## src/rtl/sr_drive_sequencer_if.sv

```systemverilog
// Target handshake, flop feedback and drive/status signals of one SR drive sequencer.
interface sr_drive_sequencer_if #(
    parameter int N = 4
);
    logic         tgt_valid;
    logic [N-1:0] tgt_data;
    logic         tgt_ready;
    logic [N-1:0] q_fb;
    logic [N-1:0] S;
    logic [N-1:0] R;
    logic         busy;
    logic         done;
    logic         err;

    modport master (
        output tgt_valid, tgt_data, q_fb,
        input  tgt_ready, S, R, busy, done, err
    );

    modport slave (
        input  tgt_valid, tgt_data, q_fb,
        output tgt_ready, S, R, busy, done, err
    );
endinterface

```

## src/rtl/sr_drive_sequencer.sv

```systemverilog
// Drives N SR flops toward a target word: pulse S/R for PULSE cycles, then
// watch the fed-back Q until it matches or TIMEOUT mismatching cycles elapse.
module sr_drive_sequencer #(
    parameter int N       = 4,
    parameter int PULSE   = 2,
    parameter int TIMEOUT = 8
) (
    input  logic               clk,
    input  logic               rst_n,
    sr_drive_sequencer_if.slave bus
);
    typedef enum logic [1:0] {IDLE, DRIVE, CHECK} state_t;

    localparam logic [3:0] PULSE_M1 = 4'(PULSE - 1);
    localparam logic [7:0] TMO_M1   = 8'(TIMEOUT - 1);

    state_t       state, state_d;
    logic [N-1:0] tgt_q, tgt_d;
    logic [N-1:0] s_q, s_d, r_q, r_d;
    logic [3:0]   pcnt_q, pcnt_d;
    logic [7:0]   tcnt_q, tcnt_d;
    logic         done_q, done_d, err_q, err_d;
    logic         accept;
    logic [N-1:0] exc_s, exc_r;

    function automatic logic [7:0] sat_inc8(input logic [7:0] v);
        return (v == 8'hFF) ? v : v + 8'd1;
    endfunction

    // Excitation is disjoint by construction, so S and R never overlap on a bit.
    assign accept = bus.tgt_valid && (state == IDLE);
    assign exc_s  = bus.tgt_data & ~bus.q_fb;
    assign exc_r  = ~bus.tgt_data & bus.q_fb;

    always_ff @(posedge clk or negedge rst_n) begin
        if (!rst_n) begin
            state  <= IDLE;
            tgt_q  <= '0;
            s_q    <= '0;
            r_q    <= '0;
            pcnt_q <= '0;
            tcnt_q <= '0;
            done_q <= 1'b0;
            err_q  <= 1'b0;
        end else begin
            state  <= state_d;
            tgt_q  <= tgt_d;
            s_q    <= s_d;
            r_q    <= r_d;
            pcnt_q <= pcnt_d;
            tcnt_q <= tcnt_d;
            done_q <= done_d;
            err_q  <= err_d;
        end
    end

    always_comb begin
        state_d = state;
        tgt_d   = tgt_q;
        s_d     = s_q;
        r_d     = r_q;
        pcnt_d  = pcnt_q;
        tcnt_d  = tcnt_q;
        done_d  = 1'b0;
        err_d   = 1'b0;
        case (state)
            IDLE: begin
                if (accept) begin
                    tgt_d  = bus.tgt_data;
                    pcnt_d = '0;
                    tcnt_d = '0;
                    if ((exc_s | exc_r) == '0) begin
                        done_d = 1'b1;
                    end else begin
                        state_d = DRIVE;
                        s_d     = exc_s;
                        r_d     = exc_r;
                    end
                end
            end
            DRIVE: begin
                if (pcnt_q == PULSE_M1) begin
                    state_d = CHECK;
                    s_d     = '0;
                    r_d     = '0;
                end else begin
                    pcnt_d = pcnt_q + 4'd1;
                end
            end
            CHECK: begin
                // A match on the same edge as the final mismatch slot wins.
                if (bus.q_fb == tgt_q) begin
                    done_d  = 1'b1;
                    state_d = IDLE;
                end else begin
                    tcnt_d = sat_inc8(tcnt_q);
                    if (tcnt_q == TMO_M1) begin
                        err_d   = 1'b1;
                        state_d = IDLE;
                    end
                end
            end
            default: begin
                state_d = IDLE;
                s_d     = '0;
                r_d     = '0;
            end
        endcase
    end

    assign bus.tgt_ready = (state == IDLE);
    assign bus.busy      = (state != IDLE);
    assign bus.S         = s_q;
    assign bus.R         = r_q;
    assign bus.done      = done_q;
    assign bus.err       = err_q;
endmodule

```

## src/flat_wrapper.sv

```systemverilog
// flat-port wrapper written by rule: the top's interface ports become plain ports
module sr_drive_sequencer_flat 
#(
    parameter int N       = 4,
    parameter int PULSE   = 2,
    parameter int TIMEOUT = 8
)
  (clk, rst_n, bus_tgt_valid, bus_tgt_data, bus_q_fb, bus_tgt_ready, bus_S, bus_R, bus_busy, bus_done, bus_err);
  sr_drive_sequencer_if #(.N(N)) bus_i ();
  input  logic clk;
  input  logic rst_n;
  input wire logic [$bits(bus_i.tgt_valid)-1:0] bus_tgt_valid;
  input wire logic [$bits(bus_i.tgt_data)-1:0] bus_tgt_data;
  input wire logic [$bits(bus_i.q_fb)-1:0] bus_q_fb;
  output wire logic [$bits(bus_i.tgt_ready)-1:0] bus_tgt_ready;
  output wire logic [$bits(bus_i.S)-1:0] bus_S;
  output wire logic [$bits(bus_i.R)-1:0] bus_R;
  output wire logic [$bits(bus_i.busy)-1:0] bus_busy;
  output wire logic [$bits(bus_i.done)-1:0] bus_done;
  output wire logic [$bits(bus_i.err)-1:0] bus_err;
  assign bus_i.tgt_valid = bus_tgt_valid;
  assign bus_i.tgt_data = bus_tgt_data;
  assign bus_i.q_fb = bus_q_fb;
  assign bus_tgt_ready = bus_i.tgt_ready;
  assign bus_S = bus_i.S;
  assign bus_R = bus_i.R;
  assign bus_busy = bus_i.busy;
  assign bus_done = bus_i.done;
  assign bus_err = bus_i.err;
  sr_drive_sequencer #(.N(N), .PULSE(PULSE), .TIMEOUT(TIMEOUT)) u_core (.clk(clk), .rst_n(rst_n), .bus(bus_i));
endmodule
```

## config.mk

```make
export PLATFORM = sky130hd
export DESIGN_NAME = sr_drive_sequencer_flat
export DESIGN_NICKNAME = d
export VERILOG_FILES = /design/src/rtl/sr_drive_sequencer_if.sv /design/src/rtl/sr_drive_sequencer.sv /design/src/flat_wrapper.sv
export SDC_FILE = /design/constraint.sdc
export NUM_CORES = 1
export LEC_CHECK = 0
export ABC_AREA = 1
export CAP_MARGIN = 20
export CORE_ASPECT_RATIO = 1.75
export CORE_UTILIZATION = 54
export CTS_CLUSTER_SIZE = 25
export DETAILED_ROUTE_END_ITERATION = 8
export GPL_TIMING_DRIVEN = 0
export PLACE_DENSITY = 0.79
export SLEW_MARGIN = 20
export SYNTH_ARGS = -nofsm -noshare
export SYNTH_HDL_FRONTEND = slang
export SYNTH_SLANG_ARGS = --single-unit
```

## constraint.sdc

```tcl
create_clock -name clk -period 1.7 [get_ports clk]
set_clock_uncertainty 0.1 [all_clocks]
set_input_delay 0.34 -clock clk [delete_from_list [all_inputs] [get_ports clk]]
set_output_delay 0.34 -clock clk [all_outputs]
set_load 0.005 [all_outputs]
```

After elaboration in Yosys (flattened, before gate mapping) --
Cells that the tools add are included.
Storage, ports and cells: flip-flop bits (word level) 28, bits of input ports 11, output and inout port bits 12, logic and storage cells 67
Cells by class: $add $sub $neg 2, equal/unequal tests 13, muxes and demuxes 27, bitwise operators 6, reductions and logical operators 11
Operators with widths (number):
- 2-to-1 mux 4 bit | 7
- 2-to-1 mux 8 bit | 3
- case mux 4 bit (3 select lines) | 2
- case mux 8 bit (2 select lines) | 1
- AND reduction 4 bit | 3
- 2-to-1 mux 2 bit | 5
- adder 8 x 1 -> 8 bit, second input constant | 1
- AND 4 bit | 2
- equality test 8 x 3 -> 1 bit, second input constant | 1
- equality test 8 bit, second input constant | 1
- != test 2 bit, second input constant | 4
- NOT 4 bit | 2
- case mux 4 bit (2 select lines) | 1
- 2-to-1 mux 1 bit | 6
- case mux 2 bit (3 select lines) | 1
- nonzero test 2 bit | 3
- adder 4 x 1 -> 4 bit, second input constant | 1
- equality test 4 x 1 -> 1 bit, second input constant | 1
- equality test 4 bit | 1
- logical NOT 4 bit | 1
- != test 2 x 1 -> 1 bit, second input constant | 2
- bitwise OR 4 bit | 1
- != test 3 x 1 -> 1 bit, second input constant | 1
- AND reduction 3 bit | 1
- other kinds (7) | 7

Longest topological paths before layout --
depth after elaboration 7, depth in mapped cells 9

Worst setup path after synthesis --
OpenSTA, ideal clock, no wires.
path type input to register, from input bus_q_fb[3], to register u_core.r_q[0], in the netlist u_core.bus.R[0], library setup time 0.117 ns, arrival time 1.272 ns, setup slack 0.211 ns, stages 8, path buffers 0, cell sequence inv_1 -> ha_1 -> nand4_1 -> inv_1 -> o21ai_0 -> nand3_2 -> nand2_1 -> nand2_1
On the way: word-level cells in the longest chain between the ends 6, elaborated cells on any way between the ends 7, those cells by class 1 x eq/ne; 4 x bitwise; 2 x reduce/logical
Ends and longest elaborated chain:
- from (decl) | RTL line flat_wrapper.sv:14 | input wire logic [$bits(bus_i.q_fb)-1:0] bus_q_fb;
- NOT 4 bit | RTL line sr_drive_sequencer.sv:32 | assign exc_s = bus.tgt_data & ~bus.q_fb;
- AND 4 bit | RTL line sr_drive_sequencer.sv:32
- bitwise OR 4 bit * | RTL line sr_drive_sequencer.sv:72 | if ((exc_s | exc_r) == '0) begin
- logical NOT 4 bit * | RTL line sr_drive_sequencer.sv:72
- != test 2 bit (no line) *
- AND reduction 4 bit (no line) *
- to (signal assigned) | RTL line sr_drive_sequencer.sv:49 | r_q <= r_d;
- to (decl) | RTL line sr_drive_sequencer.sv:19 | logic [N-1:0] s_q, s_d, r_q, r_d;
Mark *: on every way between the ends. The rest lies on a longest branch, timed or not. A chain may end at the register's enable or synchronous reset.

Final worst setup path --
from register u_core.s_q[1], in the netlist u_core.bus.S[1], to output bus_S[1]
RTL lines:
- from (decl) | RTL line sr_drive_sequencer.sv:19
- from (signal assigned) | RTL line sr_drive_sequencer.sv:39 | s_q <= '0;
- from (signal assigned) | RTL line sr_drive_sequencer.sv:48 | s_q <= s_d;
- to (decl) | RTL line flat_wrapper.sv:16 | output wire logic [$bits(bus_i.S)-1:0] bus_S;
No word-level cell between the ends.

==> results.cfg <==
[critical_path]
critPathSlowestCell = clkdlybuf4s50_1
r2r_slack_ns = 0.17
crit_end = bus_S[1]
startpoint_type = register
required_ns = 1.26
crit_buf_inv = 1
r2r_end = u_core.tcnt_q[5]$_DFFE_PN0P_
worstPathMaxFanout = 2
worstPathCellList = clkdlybuf4s50_1
path_delay_family = buffers and inverters
crit_path_max_incr_delay_ns = 0.51
rr_startpoint = u_core.tcnt_q[0]$_DFFE_PN0P_
reg2reg_depth = 7
crit_path_end_kind = primary output
path_depth = 1
critPathKind = reg -> out
crit_path_start = u_core.bus.S[1]$_DFFE_PN0P_
cp_data_arrival_time_ns = 1.15

[timing]
holdWs_ns = 0.256
post-route-period-util = 0.936
layout_setup_ws_ns = 0.109
setup_violations = 0
period_needed_ns = 1.59
rsz0062_at_grt = false
slew_headroom = 0.588
worst_pin_slew_ns = 0.617
setup_tns_ns = 0
max_freq_mhz = 629
maxSlewViolCount = 0
hold_viol = 0

[job]
drv_cap = 0

[grt]
grt_max_degree = 29
grt_pass1_vias = 1257
gr-total-overflow = 0
grt_usage = 0.213
antenna_found_initial = 0
grt_pass1_wl_mm = 5.27

[die]
die_w_um = 43.9
dieArea_um2 = 3310
start_util = 0.567
num_io_pins = 23
rows = 26
die_h_um = 75.4
coreArea_um2 = 2930

[worst_hold_path]
min_path_type = in -> reg

[detailed_routing]
wl_mm = 3.09
wl_per_cell_um = 11.4
avgViaCountPerCell = 5.15
drtPass1Iterations = 4
drc_errors = 0
ant_nets = 0
drtIter0Drc = 48
num_vias = 1400

[synthesis]
synth_edf_count = 0
yosys_register_bits = 28
yosysUniqueCellTypes = 24
synth_warnings = 0
avgSynthCellArea_um2 = 7.72
syn_inst = 215
synth_async_sr_flop_share = 1.00
synthesis.nets = 238
synth_ff_type = dfrtp_1
synth_top_area_cell = dfrtp_1
synth.top_cell.area_share = 0.422
ys_top_cells_by_area = dfrtp_1 42%, nand2_1 17%, ha_1 9.0%
netlist_area_um2 = 1660
synth_commonest_cells = 77 x nand2_1, 32 x inv_1, 28 x dfrtp_1
synth_most_common_cell = nand2_1
synth_seq_area_share = 0.422

[outcome]
outcome = finished clean

[finish]
fin_area_um2 = 2000
final_util = 0.683
nets = 269
drive_above_1_share = 0.111
diodes = 0
finalNonFillerCells = 272
nFillCells = 253
area_delta_synth_final_pct = 20.5

[power_and_ir_drop]
p_leak_nw = 1.10
seqPwrFrac = 0.409
peakVddDrop_v = 0.000770
power_frac_clock = 0.152
combPwrFrac = 0.439
p_per_area_nw_per_um2 = 1150
finalPower_mw = 2.31
p_sw_uw = 895
power.internal_mw = 1.41
switching_share = 0.388

[clock_network]
cts_buffers = 3
cts_max_level = 1
cts_tree = done
clockRootBuffer = clkbuf_8
cts_buffer_depth = 2
path_clk_slew_ns = 0.09
cts_sinks = 28
insertion_delay_ns = 0.27

[place]
pre_cts_slack_ns = -0.468
hpwl_mm = 2.38
io_buffers = 22
dpl-instance-area_um2 = 1910
dpl.cell_count = 265
place_congestion = 0.837
[placed cells by master, fill, tap and decap left out]
cell type,n
ha_1,12
o31ai_1,1
dfrtp_2,1
nor3b_2,1
nand2_2,4
buf_4,4
dlygate4sd2_1,8
clkbuf_8,3
a21oi_1,2
nand3_2,1
nand3_1,9
nor3_1,1
buf_2,1
o22ai_1,1
nor2_4,2
nor2_8,1
clkdlybuf4s50_1,11
nor2_2,1
inv_2,3
a21oi_2,1
inv_1,31
nor4_1,1
nand4_4,1
nor2_1,17
nand3_4,2
dfrtp_1,27
o21ai_0,11
dlygate4sd3_1,1
nand2_1,75
and3_1,1
nand4_1,6
dlymetal6s2s_1,2
o21ai_2,1
[layout make-up]
type	instances	area [um2]	share of cell area
flip-flops and latches	28	702	0.351
well taps	28	35.0	0.0175
inverters	34	128	0.0638
clock buffers	3	41.3	0.0206
plain buffers	1	7.51	0.00375
repair buffers	26	243	0.121
multi-input cells	152	845	0.422
[power groups by stage]
stage	clock network (mW)	logic [mW]	registers, mW
detailed placement	0	0.941	0.973
CTS	0.357	1.02	0.944
floorplan	0	0.594	0.958
global route	0.375	1.15	0.961
finish	0.351	1.01	0.944
global placement	0	0.925	0.968
[registers in the layout, summed over array words and instances (netlist names)]
signal and flops:
u_core.bus.R 4, u_core.bus.S 4, u_core.tgt_q 4, u_core.tcnt_q 8, u_core.pcnt_q 4, u_core.bus.done 1, u_core.state 2, u_core.bus.err 1
[worst min-delay path by stage]
stage	start	end	depth (start not counted)
CTS	bus_tgt_data[2]	u_core.tgt_q[2]$_DFFE_PN0P_	3
detailed placement	rst_n	u_core.bus.R[3]$_DFFE_PN0P_	1
finish	bus_tgt_data[1]	u_core.tgt_q[1]$_DFFE_PN0P_	3
floorplan	rst_n	u_core.bus.R[0]$_DFFE_PN0P_	0
global placement	u_core.bus.R[2]$_DFFE_PN0P_	u_core.bus.R[2]$_DFFE_PN0P_	2
global route	bus_tgt_data[0]	u_core.tgt_q[0]$_DFFE_PN0P_	3
[layer usage]
metal / track usage / up-vias / part of all wire
met1: 0.238 / 640 / 0.43
met3: 0.0213 / 6 / 0.018
met2: 0.398 / 24 / 0.53
li1: - / 730 / -
met4: 0.0976 / 0 / 0.019
met5: 0 / - / 0
[cells by family (layout without fill, tap and decap cells)]
family                     count (synthesis)  after routing  share of synthesized area
buffers and inverters                     35             64                     0.0814
adders and majority gates                 12             12                     0.0904
DFF                                       28             28                      0.422
and+or+nand+nor                          123            123                      0.353
AOI/OAI and AO/OA                         17             17                     0.0535
[repair_timing]
| item | 4_1_cts | 5_1_grt |
|---|---|---|
| hold buffers | 1 | 0 |
| resized for setup | 14 | 4 |
| buffers inserted | 3 | 0 |
| endpoints found under the hold margin | 19 | 0 |
| pin swaps | 4 | 2 |
| setup endpoints to repair | 10 | 16 |
Power figures use the tool's default switching activity.
